File: src/rtl/rotator_rr_arbiter.sv
// Purpose: round-robin shares one 8-bit rotate-right datapath among NUM_REQ requesters.
// Latency: request accepted in cycle N gives a registered result from cycle N+1.
// Backpressure: one-entry output stage; req_ready drops while a result is stalled.

// Three-stage rotate-right of a byte by 0..7 positions.
module barrel_shifter (
  input  logic [7:0] data_i,
  input  logic [2:0] amt_i,
  output logic [7:0] data_o
);
  logic [7:0] stg1;
  logic [7:0] stg2;

  // Each stage rotates by a power of two, selected by one amount bit.
  always_comb begin
    stg1   = amt_i[0] ? {data_i[0],   data_i[7:1]} : data_i;
    stg2   = amt_i[1] ? {stg1[1:0],   stg1[7:2]}   : stg1;
    data_o = amt_i[2] ? {stg2[3:0],   stg2[7:4]}   : stg2;
  end
endmodule

module rotator_rr_arbiter #(
  parameter  int NUM_REQ = 4,
  localparam int ID_W    = $clog2(NUM_REQ)
) (
  input  logic                 clk,
  input  logic                 rst,
  input  logic [NUM_REQ-1:0]   req_valid,
  input  logic [8*NUM_REQ-1:0] req_data,
  input  logic [3*NUM_REQ-1:0] req_sh_amt,
  output logic [NUM_REQ-1:0]   req_ready,
  output logic                 rsp_valid,
  output logic [7:0]           rsp_data,
  output logic [ID_W-1:0]      rsp_id,
  input  logic                 rsp_ready
);

  logic [ID_W-1:0] ptr_q;
  logic [ID_W-1:0] ptr_d;
  logic [ID_W-1:0] gnt_idx;
  logic            gnt_any;
  logic            can_accept;
  logic            xfer;
  logic [7:0]      sel_data;
  logic [2:0]      sel_amt;
  logic [7:0]      rot_data;
  logic            rsp_valid_q;
  logic [7:0]      rsp_data_q;
  logic [ID_W-1:0] rsp_id_q;
  int              idx;

  // Round-robin search from ptr; scanning offsets high-to-low lets the
  // nearest valid requester overwrite any farther one.
  always_comb begin
    gnt_idx = '0;
    gnt_any = 1'b0;
    idx     = 0;
    for (int i = NUM_REQ - 1; i >= 0; i--) begin
      idx = int'(ptr_q) + i;
      if (idx >= NUM_REQ) begin
        idx = idx - NUM_REQ;
      end
      if (req_valid[idx]) begin
        gnt_any = 1'b1;
        gnt_idx = ID_W'(idx);
      end
    end
  end

  // Accept when the output stage is empty or draining; grant strobe is one-hot.
  always_comb begin
    can_accept = !rsp_valid_q || rsp_ready;
    xfer       = gnt_any && can_accept && !rst;
    req_ready  = '0;
    if (xfer) begin
      req_ready[gnt_idx] = 1'b1;
    end
    sel_data = req_data[8*int'(gnt_idx) +: 8];
    sel_amt  = req_sh_amt[3*int'(gnt_idx) +: 3];
    // Explicit wrap keeps ptr below NUM_REQ for non-power-of-two counts.
    ptr_d    = (gnt_idx == ID_W'(NUM_REQ - 1)) ? '0 : gnt_idx + 1'b1;
  end

  barrel_shifter u_rot (
    .data_i (sel_data),
    .amt_i  (sel_amt),
    .data_o (rot_data)
  );

  // Output stage and pointer: load on transfer, drain on rsp_ready, else hold.
  always_ff @(posedge clk or posedge rst) begin
    if (rst) begin
      rsp_valid_q <= 1'b0;
      rsp_data_q  <= 8'h00;
      rsp_id_q    <= '0;
      ptr_q       <= '0;
    end else if (xfer) begin
      rsp_valid_q <= 1'b1;
      rsp_data_q  <= rot_data;
      rsp_id_q    <= gnt_idx;
      ptr_q       <= ptr_d;
    end else if (rsp_ready) begin
      rsp_valid_q <= 1'b0;
    end
  end

  assign rsp_valid = rsp_valid_q;
  assign rsp_data  = rsp_data_q;
  assign rsp_id    = rsp_id_q;

endmodule

File: config.mk
export PLATFORM = sky130hd
export DESIGN_NAME = rotator_rr_arbiter
export DESIGN_NICKNAME = d
export VERILOG_FILES = /design/src/rtl/rotator_rr_arbiter.sv
export SDC_FILE = /design/constraint.sdc
export NUM_CORES = 1
export LEC_CHECK = 0
export CORE_MARGIN = 2
export CORE_UTILIZATION = 40
export CTS_CLUSTER_DIAMETER = 200
export DETAILED_ROUTE_END_ITERATION = 12
export GPL_ROUTABILITY_DRIVEN = 0
export GPL_TIMING_DRIVEN = 0
export PLACE_DENSITY = 0.86
export SYNTH_ARGS = -nofsm -noshare
export SYNTH_HDL_FRONTEND = slang
export SYNTH_SLANG_ARGS = --single-unit
File: constraint.sdc
create_clock -name clk -period 2.8 [get_ports clk]
set_input_delay 0.42 -clock clk [delete_from_list [all_inputs] [get_ports clk]]
set_output_delay 0.42 -clock clk [all_outputs]
set_load 0.005 [all_outputs]
Word-level counts from Yosys, hierarchy flattened. Cells that the tools add are included.

$add $sub $neg: 8. Multipliers: 1. $lt $le $gt $ge: 10. Eq/ne operators: 1. Shift operators: 2. Muxes and demuxes: 33. Reduce and logical (&&, ||, !) cells: 7.

Operator list (count): < comparator 32 x 4 -> 1 bit (second input constant) (4); 2-to-1 mux 32 bit (4); indexed part select 32 x 6 -> 8 bit (1); 2-to-1 mux 8 bit (3); 2-to-1 mux 1 bit (15); indexed part select 12 x 5 -> 3 bit (1); subtractor 3 x 3 -> 4 bit (second input constant) (3); 2-to-1 mux 2 bit (5); >= comparator 3 bit (second input constant) (3); binary-select mux 1 bit (select 2 bit) (4); adder 2 x 2 -> 3 bit (second input constant) (2); multiplier 2 x 2 -> 4 bit (first input constant) (1); 2-to-1 mux 4 bit (1); subtractor 2 x 3 -> 4 bit (second input constant) (1); adder 2 x 1 -> 3 bit (second input constant) (1); >= comparator 2 x 3 -> 1 bit (second input constant) (1); logical AND 1 bit (3); < comparator 2 x 3 -> 1 bit (second input constant) (1); adder 2 x 1 -> 2 bit (second input constant) (1); demux 1 bit (select 2 bit) (1); == test 2 bit (second input constant) (1); >= comparator 2 x 1 -> 1 bit (second input constant) (1); zero test 1 bit (2); nonzero test 2 bit (1); logical OR 1 bit (1).

Bits in registers: 13. Output and inout port bits: 15. Word-level logic and storage cells: 66.

Depth between registers and ports, before layout. Gate-level depths: netlist (run 1).

Word-level depth: 15. Mapped depth: 11. Depth with buffers taken out: 8.

Cells and area by module. Synthesis (run 1) repeated with hierarchy kept, for this count alone.

Cells, all modules: 106. Area total of the unflattened synthesis: 1348.8 um^2.

Modules (own cells, without submodules): rotator_rr_arbiter (times used 1, cells each 87, area an instance 1022.2 um^2, seq. area each 325.3 um^2); barrel_shifter (times used 1, cells each 19, area an instance 326.6 um^2, seq. area each 0.0 um^2).

Worst setup path after synthesis (run 1). Ideal clock, no wire load.

Kind: input to register. Start: input port req_valid[0]. End: register rsp_data_q[5], in the netlist rsp_data[5]. Data arrival time: 2186 ps. Required time: 2662 ps. Setup slack: 476 ps. Stages on the path: 8. Path buffers: 1. Cell sequence: nor2b_4 -> buf_6 -> or4b_4 -> and3_1 -> a211oi_1 -> o211ai_2 -> o22ai_1 -> o31ai_2.

Cells in the longest elaborated chain, start to end: 12. Elaborated cells on any way between the ends: 28. Classes of those cells: mul: 1; shift: 2; mux: 23; reduce/logical: 2.

RTL lines: start, declared (line 28) `input logic [NUM_REQ-1:0] req_valid,`; binary-select mux 1 bit (select 2 bit) (line 63) `if (req_valid[idx]) begin`; 2-to-1 mux 1 bit (implied by the code) (2 in a row) (line 63); 2-to-1 mux 2 bit (4 in a row) (line 63); multiplier 2 x 2 -> 4 bit (line 79) `sel_amt = req_sh_amt[3*int'(gnt_idx) +: 3];`; indexed part select 12 x 5 -> 3 bit (line 79); 2-to-1 mux 8 bit (line 16) `stg1 = amt_i[0] ? {data_i[0], data_i[7:1]} : data_i;`; 2-to-1 mux 8 bit (line 17) `stg2 = amt_i[1] ? {stg1[1:0], stg1[7:2]} : stg1;`; 2-to-1 mux 8 bit (line 18) `data_o = amt_i[2] ? {stg2[3:0], stg2[7:4]} : stg2;`; end signal, assigned (line 99) `rsp_data_q <= rot_data;`; end, declared (line 48) `logic [7:0] rsp_data_q;`.

Parallel ways exist; a longest one is shown, timed or not. The select of a mux whose other input is x is not followed. A chain may end at the register's enable or synchronous reset.

Worst setup path after layout (run 1).
Start: input port req_valid[0]. End: register rsp_data_q[4], in the netlist rsp_data[4].

The elaborated chain is that of the path after synthesis.

==> impl_results.md, run 1 <==
- Max-slew violation count: 0
- Row count: 23
- RSZ-0062 raised after global routing: true
- Largest net degree at the start of global routing: 14
- Most common cell after layout, fill and taps aside: clkdlybuf4s50_1
- Initial core utilization: 41.1%
- Io pins: 66
- Leading area contributor after synthesis: dfrtp_1
- Max Root-Sink Buffers: 2
- Worst hold slack: 0.475 ns
- Vias: 1943
- CTS H-tree depth: 1
- Port Buffers: 65
- Post-CTS Hold Buffers: 0
- Ys Warns: 0
- Vias in the first global route: around 1800
- WL per Instance: between 15 and 20 um
- CP Max Fanout: 10
- Slew @ Worst Pin: 0.590 ns
- Filler Cells Inserted: 329
- Most frequent cells in the layout: clkdlybuf4s50_1, nand2_1, nand3_1
- DRT Wirelength: approximately 5.0 mm
- CTS clk-pin slew, worst paths: 0.05 ns
- Crit end category: register
- DRC: 0
- Sequential share of the synthesized area: 20.1%
- Die area: 4580 um^2
- Yosys cell types: 41
- Top area cells in the synthesized netlist: dfrtp_1, nand3_1, mux2_2
- Max-Slew Margin vs Limit: 60.5%
- Synth Register Bits: 13
- Iteration count of the initial detailed-routing pass: 4
- Seq. cell area: 325 um^2
- Area occupied by multi-input gates: approximately 1300 um^2
- Synth Area per Inst: 8.23 um^2
- Post-Syn Instances: 197
- Crit share post-route: 97.4%
- CTS tree: built
- Placed cell count: approximately 310
- Leak: between 0.0009 and 0.001 uW
- Syn_nets: 252
- Outcome: finished clean
- Post-Synthesis Cell Area: 1620 um^2
- Core ar.: 3940 um^2
- Detailed Route Iter0 Violations: 150
- Clock root buffer: clkbuf_8
- Peak supply drop: roughly 0.36 mV
- Min Clock Period, post-route: 2.73 ns
- Antenna-violating nets left: 0
- Via density: between 6 and 7
- GRT overflow: 0
- Placed wire-length estimate: 3.70 mm
- First-pass GRT wire length: 8.09 mm
- Critical Path Source Type: input pin
- Peak Freq: 0.366 GHz
- Clk_skew: 0.00108 ns
- CTS sink count: 13
- Req. time, crit path: between 2 and 3 ns
- Area Growth Syn to Fin: 53.3%
- Layout cells sized above 1: between 20% and 30%
- Finished Layout Cells: 319
- Die extent in x: 67.7 um
- Inserted Diodes: 0
- Clk Latency, worst-skew pair: 0.24 ns
- Worst EP arrival: 2.84 ns
- Hold Crit Class: reg2reg
- Initial antenna violation count: 0
- Nets: 325
- Vert. Die Dim: a little under 70 um
- Power Density: 902 nW/um^2
- Max-Cap Viols: 0
- Endpoints failing hold: 0
- Yosys top cell area share: 20.1%
- All-Layer GR Usage: 23.0%
- Crit Path Class: in2reg
- Num CTS Buffers: 3
- Setup violators final: 0
==> what timing repair did <==
item | in CTS | in global routing
pin swaps | 2 | 0
setup buffers | 3 | 0
endpoints found under the setup margin | 5 | 8
resized for setup | 17 | 12
==> power breakdown <==
part	leakage, uW	switching [uW]	internal (uW)
combinational	0.000816	928	825
sequential	0.000156	53.9	272
clock	0.0000228	64.1	100
==> routing by layer <==
metal / share of wire [%] / up-vias / routed length (um) / GRT usage (%)
li1: - / 938 / - / -
met3: 7.3 / 15 / 365 / 2.50
met5: 0 / - / 0 / 0
met1: 44 / 876 / 2200 / 30.3
met4: 2.9 / 0 / 143 / 9.44
met2: 46 / 114 / 2300 / 38.1
==> final timing paths <==
| check | to | start | depth (start not counted) | slack [ns] |
|---|---|---|---|---|
| hold / removal | rsp_data[3] | rsp_data[3] | 2 | 0.47 |
| max in group asynchronous | rsp_data[7] | rst | 2 | 1.93 |
| setup / recovery | rsp_data[4] | req_valid[0] | 12 | 0.07 |
| hold reg to reg | rsp_data[3] | rsp_data[3] | 2 | 0.47 |
| min in group asynchronous | ptr_q[1] | rst | 2 | 0.54 |
| setup reg to reg | rsp_data[4] | ptr_q[0] | 8 | 0.14 |
==> sequential cells by signal, indices dropped and copies added (netlist names) <==
name and count:
ptr_q 2, rsp_data 8, rsp_id 2, rsp_valid 1
==> cell type report <==
class	count	share of cell area, %
Inverter	3	0.554
Timing Repair Buffer	68	26.7
Clock buffer	4	1.81
Multi-Input combinational cell	165	50.9
Sequential cell	13	13.1
Buffer	16	4.43
Tap cell	50	2.52
==> cell families (layout without fill, tap and decap cells) <==
group | count (synthesis) | count (layout) | synth area share, %
mux | 9 | 9 | 6.25
compound gates | 66 | 66 | 32.9
flops | 13 | 13 | 20.1
simple gates | 86 | 86 | 30.7
fa+ha+maj | 4 | 4 | 3.09
buf+inv | 19 | 91 | 7.02
==> through the flow <==
step / worst slack [ns] / utilization, % / total power (uW) / instance area [um^2] / TNS [ns]
5_1_grt: -0.0293 / 63.1 / 2410 / 2490 / -0.0655
6_report: 0.0715 / 63.1 / 2240 / 2490 / 0
3_3_place_gp: -0.493 / 59.2 / 1840 / 2330 / -2.88
2_1_floorplan: 0.476 / - / 1420 / 1620 / 0
3_5_place_dp: -0.506 / 59.2 / 1880 / 2330 / -3.29
4_1_cts: 0.0767 / 61.7 / 2100 / 2430 / 0
==> critical path: stages <==
cell and delay, ns:
dlygate4sd2_1 0.26, nor2b_4 0.14, buf_6 0.14, or4b_4 0.56
buf_4 0.16, buf_4 0.17, buf_6 0.15, nand3_1 0.08
a32oi_1 0.13, mux2_2 0.34, o22ai_1 0.20, o31ai_2 0.09
==> cells in the mapped netlist <==
cell      instances
nor2_1            3
o22ai_1          16
o22ai_2           1
clkbuf_1          2
o31ai_1           3
nand3_1          21
nor2b_4           1
buf_6             4
nand2_4           1
nor2b_1           3
nor3b_1           9
and3_1            8
a221oi_2          1
or4_4             1
a211o_1           3
inv_2             1
o211ai_2          2
mux2_2            9
o31ai_2           5
o21ai_0          14
nand2_2           1
buf_2             6
inv_1             2
nand2_1          22
or4b_4            1
a211oi_1          2
buf_1             2
a21oi_1           1
clkbuf_2          1
ha_1              4
nor4b_1           1
a32oi_1           8
nand3_2           1
buf_4             1
nor4_1           10
a221oi_1          8
a32oi_4           1
o21bai_2          1
dfrtp_1          13
nand4_2           1
nand2b_1          2
Power figures use the tool's default switching activity.
==> run 2: changes to the inputs <==
--- a/config.mk
+++ b/config.mk
@@ -5,13 +5,16 @@
 export SDC_FILE = /design/constraint.sdc
 export NUM_CORES = 1
 export LEC_CHECK = 0
+export ABC_AREA = 1
+export ABC_CLOCK_PERIOD_IN_PS = 2800
 export CORE_MARGIN = 2
 export CORE_UTILIZATION = 40
 export CTS_CLUSTER_DIAMETER = 200
 export DETAILED_ROUTE_END_ITERATION = 12
 export GPL_ROUTABILITY_DRIVEN = 0
 export GPL_TIMING_DRIVEN = 0
-export PLACE_DENSITY = 0.86
+export PLACE_DENSITY = 0.88
+export REMOVE_ABC_BUFFERS = 1
 export SYNTH_ARGS = -nofsm -noshare
 export SYNTH_HDL_FRONTEND = slang
 export SYNTH_SLANG_ARGS = --single-unit
==> run 2 against run 1 <==
Net effect: maximum frequency down 0.24%; area after synthesis down 6.9%; die area down 6.5%; register-to-register slack better by 0.15 ns; flip-flop and latch count unchanged; via count up 8.0%; count of clock-buffer cells in the layout unchanged; worst hold slack better by 0.012 ns; critical path type is now in2out; critical endpoint is now req_ready[2].
==> impl_results.md, run 2 <==
- Cell breakdown of the critical path: clkdlybuf4s50_1 > inv_1 > nand2_2 > nand3_2 > nand2_2 > nand3_4 > nand2_4 > nand2_8 > nand2_8 > inv_4 > ha_1 > inv_1 > nor2_1 > dlygate4sd2_1
- Max Root-Sink Buffers: 2 (unchanged)
- Die area: 4280 um^2 (-6.5%)
- Max stage delay cell, worst path: clkdlybuf4s50_1
- Worst EP arrival: 2.32 ns (-0.52 ns)
- Leading area contributor after synthesis: nand3_1
- EDFF count, synth: 0 (unchanged)
- GRT overflow: 0 (unchanged)
- Slew @ Worst Pin: 0.615 ns (+0.0253 ns)
- CTS clk-pin slew, worst paths: 0.05 ns (about the same)
- Outcome: finished clean
- Initial antenna violation count: 0 (unchanged)
- Via density: 5.44 (-11%)
- Vias: 2099 (+8.0%)
- WL per Instance: 14.4 um (-8.5%)
- Top area cells in the synthesized netlist: nand3_1, nand2_1, dfrtp_1
- XOR/XNOR Fraction of Synth Area: 0% (unchanged)
- Yosys cell types: 20 (-51%)
- Req. time, crit path: 2.38 ns (-0.53 ns)
- Port Buffers: 65 (unchanged)
- Io pins: 66 (unchanged)
- Clock root buffer: clkbuf_8
- Antenna-violating nets left: 0 (unchanged)
- Vias in the first global route: 2005 (+14%)
- Layout cells sized above 1: 17.5% (-3.4 points)
- Detailed Route Iter0 Violations: 176 (+17%)
- Synth Area per Inst: 5.88 um^2 (-29%)
- Most frequent cells in the layout: nand2_1, nand3_1, clkdlybuf4s50_1
- Num CTS Buffers: 3 (unchanged)
- Ys flop type: dfrtp_1
- DRT Wirelength: 5.54 mm (+11%)
- Max-slew violation count: 0 (unchanged)
- Post-synthesis mux area share: 0% (-6.3 points)
- Area Growth Syn to Fin: 65.2%
- Min Clock Period, post-route: 2.74 ns (+0.00653 ns)
- Largest net degree at the start of global routing: 16 (+2)
- Crit share post-route: 97.7% (+0.23 points)
- FFs w/ async S/R, synth: 100% (unchanged)
- First-pass GRT wire length: 8.98 mm (+11%)
- Yosys top cell area share: 28.2% (+8.1 points)
- Area after DPL: 2140 um^2 (-8.4%)
- Hold Crit Class: reg2reg
- Buf/Inv on CP: 5 (unchanged)
- Max-Slew Margin vs Limit: 58.9% (-1.6 points)
- Max-Cap Viols: 0 (unchanged)
- Synth Area in Adders: 3.31% (+0.23 points)
- Initial core utilization: 41.6% (+0.43 points)
- All-Layer GR Usage: 26.6% (+3.6 points)
- CTS H-tree depth: 1 (unchanged)
- Fin area: 2490 um^2 (+0.35%)
- Critical Path Source Type: input pin
- Post-Synthesis Cell Area: 1510 um^2 (-6.9%)
- CP Max Fanout: 7 (-3)
- Sequential share of the synthesized area: 21.5% (+1.5 points)
- Final worst setup slack: 0.0649 ns (-0.00653 ns)
- Setup TNS: 0 ns (unchanged)
- Nets: 394 (+21%)
- Post-synthesis simple-gate area fraction: 60.6% (+30 points)
- Die extent in x: 65.4 um (-3.3%)
- Iteration count of the initial detailed-routing pass: 5 (+1)
- Delay-heaviest family, CP: buffers and inverters
- Largest family of logic cells by synthesized area: simple AND/OR/NAND/NOR gates
- Setup violators final: 0 (unchanged)
- Post-Syn Instances: 257 (+30%)
- Inserted Diodes: 0 (unchanged)
- Most common cell after layout, fill and taps aside: nand2_1
- CTS sink count: 13 (unchanged)
- Clk_skew: 0.00665 ns (+0.00557 ns)
- Synth Register Bits: 13 (unchanged)
- Crit end category: output port
- DRC: 0 (unchanged)
- Vert. Die Dim: 65.4 um (-3.3%)
- Row count: 22 (-4.3%)
- Clk Latency, worst-skew pair: 0.24 ns (about the same)
- Number of flip-flops in the largest register: 8 (unchanged)
- Ys Warns: 0 (unchanged)
- R2R setup slack: 0.29 ns (+0.15 ns)
- Core ar.: 3630 um^2 (-7.8%)
- Peak Freq: 0.366 GHz (-0.24%)
- Placed wire-length estimate: 3.30 mm (-11%)
- Endpoints failing hold: 0 (unchanged)
- Compound-Gate Fraction of Synth Area: 3.65% (-29 points)
- Count leader, synth: nand2_1
- CTS tree: built
- Place WS: -0.642 ns (-0.135 ns)
- Largest stage delay, worst path: 0.45 ns (-0.11 ns)
- Most frequent cells after synthesis: nand2_1, nand3_1, inv_1
- Crit Path Class: in2out
## run 2: repair_timing
action | in CTS | in global routing
buffers inserted | 12 | 7
pin swaps | 7 | 3
cloned | 4 | 0
hold buffers | 0 | 0
endpoints found under the setup margin | 13 | 3
resized for setup | 29 | 9
## run 2: worst paths after layout
check / start / cells after the start / to
max: req_valid[1] / 14 / req_ready[2]
min: rsp_data[4] / 2 / rsp_data[4]
max reg2reg: ptr_q[0] / 15 / rsp_data[4]
min reg2reg: rsp_data[4] / 2 / rsp_data[4]
max in group asynchronous: rst / 2 / ptr_q[0]
min in group asynchronous: rst / 2 / rsp_valid
## run 2: cells by family after synthesis
logic type                 Yosys count
and+or+nand+nor                    199
adders and majority gates            4
DFF                                 13
buffers and inverters               33
AOI/OAI and AO/OA                    8
## run 2: per-layer routing
layer / wire length (um) / track usage (%) / vias up
met1: 2270 / 33.4 / 976
met2: 2770 / 47.4 / 103
li1: - / - / 1010
met5: 0 / 0 / -
met4: 76 / 5.21 / 0
met3: 421 / 5.14 / 10
## run 2: cell type report
cell class,count,area [um^2]
fillers,316,1140
inverters,22,97.6
flip-flops and latches,13,327
multi-input cells,215,1170
well taps,48,60.1
repair buffers,84,796
clock buffers,4,45.0
## run 2: worst reg2reg max path: stages, from the launching register on
cell,delay (ns)
dfrtp_2,0.47
buf_4,0.17
o21ai_4,0.19
nand2_2,0.10
nand3_4,0.13
nand3_4,0.13
buf_4,0.19
buf_4,0.17
nand3b_1,0.11
nand3_1,0.11
nand2_2,0.16
nand2_1,0.09
nand3_1,0.12
nand3_1,0.09
nand3_1,0.09
nand2_1,0.06
## run 2: through the flow
stage	std cells	hold WS [ns]	utilization (%)
2_1_floorplan	246	0.305	-
3_3_place_gp	359	0.467	58.9
3_5_place_dp	359	0.473	58.9
4_1_cts	379	0.488	66.6
5_1_grt	386	0.514	68.7
6_report	386	0.487	68.7
Power of run 2 is left out: the tool's default activity adds up to more than one toggle a clock period on the data nets, which glitch-free logic cannot reach.
==> run 3: changes to the inputs <==
--- a/config.mk
+++ b/config.mk
@@ -6,13 +6,13 @@
 export NUM_CORES = 1
 export LEC_CHECK = 0
 export ABC_AREA = 1
-export ABC_CLOCK_PERIOD_IN_PS = 2800
+export ABC_CLOCK_PERIOD_IN_PS = 3180
 export CORE_MARGIN = 2
 export CORE_UTILIZATION = 40
 export CTS_CLUSTER_DIAMETER = 200
 export DETAILED_ROUTE_END_ITERATION = 12
 export GPL_ROUTABILITY_DRIVEN = 0
-export GPL_TIMING_DRIVEN = 0
+export GPL_TIMING_DRIVEN = 1
 export PLACE_DENSITY = 0.88
 export REMOVE_ABC_BUFFERS = 1
 export SYNTH_ARGS = -nofsm -noshare
==> constraint.sdc (replaced) <==
create_clock -name clk -period 3.18 [get_ports clk]
set_input_delay 0.477 -clock clk [delete_from_list [all_inputs] [get_ports clk]]
set_output_delay 0.477 -clock clk [all_outputs]
set_load 0.005 [all_outputs]
==> run 3 against run 2 <==
Net effect: global-route usage shrank 5.4 points; flip-flop and latch count is the same; cell area shrank 10%; register-to-register slack gained 0.35 ns; setup slack gained 0.11 ns; count of clock-buffer cells in the layout shrank 1; final cell count shrank 4.1%; non-clock buffer count shrank 12; routed wire length shrank 21%; critical path depth shrank 1.
==> impl_results.md, run 3 (synthesized netlist as in run 2, its figures left out) <==
- Min Clock Period, post-route: 3.01 ns
- Clk Latency, worst-skew pair: 0.24 ns (about the same)
- Die extent in x: 65.4 um (unchanged)
- Setup TNS: 0 ns (unchanged)
- Peak Freq: around 0.33 GHz
- Number of flip-flops in the largest register: 8 (unchanged)
- Port Buffers: 65 (unchanged)
- Cell breakdown of the critical path: clkdlybuf4s50_1 > inv_2 > nand2_1 > nand3_1 > nand2_1 > clkinv_1 > nand2_1 > nand2_2 > nand2_4 > ha_1 > inv_1 > nor2_1 > clkdlybuf4s50_1
- Vias: 1924 (-8.3%)
- Critical Path Source Type: input pin
- CTS clk-pin slew, worst paths: 0.06 ns (about the same)
- Peak supply drop: 0.744 mV
- Met3 routed WL: 178 um (-58%)
- Area after DPL: 2190 um^2 (+2.5%)
- Iteration count of the initial detailed-routing pass: 4 (-1)
- Hold Crit Depth: 2 (unchanged)
- Core ar.: 3630 um^2 (unchanged)
- Clock root buffer: clkbuf_8
- Internal cell power: around 1300 uW
- Placed wire-length estimate: 3.56 mm (+7.9%)
- All-Layer GR Usage: 21.3% (-5.4 points)
- Crit Path Class: in2out
- Area occupied by multi-input gates: 1020 um^2 (-13%)
- Power Density: 1380 nW/um^2
- CP Max Fanout: 8 (+1)
- Inserted Diodes: 0 (unchanged)
- Met2 routed WL: 2.26 mm (-18%)
- Max-slew violation count: 0 (unchanged)
- Antenna-violating nets left: 0 (unchanged)
- Leak: 0.00109 uW
- DRT Wirelength: 4.37 mm (-21%)
- Area Growth Syn to Fin: 48.2%
- Post-CTS Hold Buffers: 0 (unchanged)
- NetSw: 1750 uW
- Clock share of power: 4.7%
- Logic pwr share: 85.0%
- CTS sink count: 13 (unchanged)
- Top Metal Used: met4
- Filler Cells Inserted: 348 (+10%)
- RSZ-0062 raised after global routing: false
- CP dominant cell by count: nand2_1
- Nets: 378 (-4.1%)
- Setup violators final: 0 (unchanged)
- Detailed Route Iter0 Violations: 82 (-53%)
- Fin area: 2240 um^2 (-10%)
- Req. time, crit path: 2.70 ns (+0.32 ns)
- Row count: 22 (unchanged)
- R2R setup slack: 0.64 ns (+0.35 ns)
- Worst EP arrival: 2.53 ns (+0.21 ns)
- Endpoints failing hold: 0 (unchanged)
- CTS tree: built
- Overall power: 3080 uW
- Switching share of power: 56.7%
- Hold Crit Class: reg2reg
- Largest stage delay, worst path: 0.51 ns (+0.06 ns)
- CTS H-tree depth: 1 (unchanged)
- Max-Cap Viols: 0 (unchanged)
- Die area: 4280 um^2 (unchanged)
- Crit end category: output port
- Vert. Die Dim: 65.4 um (unchanged)
- Layout cells sized above 1: 9.01% (-8.4 points)
- Initial antenna violation count: 0 (unchanged)
- Reg power frac: 10.3%
- Outcome: finished clean
- Largest net degree at the start of global routing: 23 (+7)
- Clk_skew: 0.00295 ns (-0.00370 ns)
- Most common cell after layout, fill and taps aside: nand2_1
- Initial core utilization: 41.6% (unchanged)
- Max Root-Sink Buffers: 2 (unchanged)
- Num CTS Buffers: 3 (unchanged)
- Vias in the first global route: 1858 (-7.3%)
- Max stage delay cell, worst path: clkdlybuf4s50_1
- Io pins: 66 (unchanged)
- Slew @ Worst Pin: 0.396 ns (-0.219 ns)
- DRC: 0 (unchanged)
- First-pass GRT wire length: 7.40 mm (-18%)
- Worst r2r path cells: 16 (+1)
- Seq. cell area: 325 um^2 (-0.38%)
- WL per Instance: 11.8 um (-18%)
- GRT overflow: 0 (unchanged)
- Max-Slew Margin vs Limit: 73.6% (+15 points)
- Wl on met1: 1.88 mm (-17%)
- Via density: 5.20 (-4.4%)
- Most frequent cells in the layout: nand2_1, nand3_1, clkdlybuf4s50_1
- Crit share post-route: a little over nine tenths
run 3: cell types whose count changed in the layout (fill, tap and decap cells not counted), sizes merged:
cell | previous run | this run
dlymetal6s2s | 1 | 0
dlygate4sd2 | 2 | 0
clkinv | 2 | 3
nand3 | 89 | 87
clkbuf | 5 | 3
clkdlybuf4s50 | 61 | 65
buf | 19 | 7
nand2 | 100 | 98
run 3: area by class of cell:
type | instances | area share, %
Clock buffer | 3 | 1.84
Inverter | 22 | 3.69
Tap cell | 48 | 2.68
Multi-Input combinational cell | 211 | 45.6
Timing Repair Buffer | 72 | 31.4
Sequential cell | 13 | 14.5
Clock inverter | 1 | 0.224
run 3: repair_timing:
action	4_1_cts	5_1_grt
setup buffers	0	0
hold endpoints to repair	0	0
endpoints found under the setup margin	0	1
gates resized for setup	0	1
run 3: final timing paths:
path / to / start
min reg2reg: rsp_data[4] / rsp_data[4]
max in group asynchronous: rsp_id[1] / rst
min: rsp_data[4] / rsp_data[4]
min in group asynchronous: rsp_data[4] / rst
max: req_ready[3] / req_valid[3]
max reg2reg: rsp_data[1] / ptr_q[0]
run 3: power by group through the flow:
stage,registers (uW),clock network (uW),logic (uW)
floorplan,316,0,1840
global placement,318,0,2530
detailed placement,318,0,2600
CTS,318,148,2610
global route,326,160,2950
finish,317,144,2620
run 3: worst max-delay path, delay by kind of cell:
| family | cells | cell delay, ns |
|---|---|---|
| adders and majority gates | 1 | 0.16 |
| buffers and inverters | 5 | 1.17 |
| and+or+nand+nor | 7 | 0.72 |
run 3: through the flow:
stage | setup slack (ns) | std cells | hold WS (ns) | utilization [%]
3_5_place_dp | 0.178 | 366 | 0.469 | 60.3
4_1_cts | 0.164 | 370 | 0.485 | 61.6
6_report | 0.172 | 370 | 0.481 | 61.6
5_1_grt | 0.00977 | 370 | 0.504 | 61.6
3_3_place_gp | 0.258 | 366 | 0.467 | 60.3
2_1_floorplan | 0.827 | 246 | 0.362 | -
run 3: routing by layer:
metal  GRT usage, %  up-vias
met2           41.1       60
met5              0        -
met3           3.94        6
li1               -      977
met4           4.17        0
met1           24.1      881
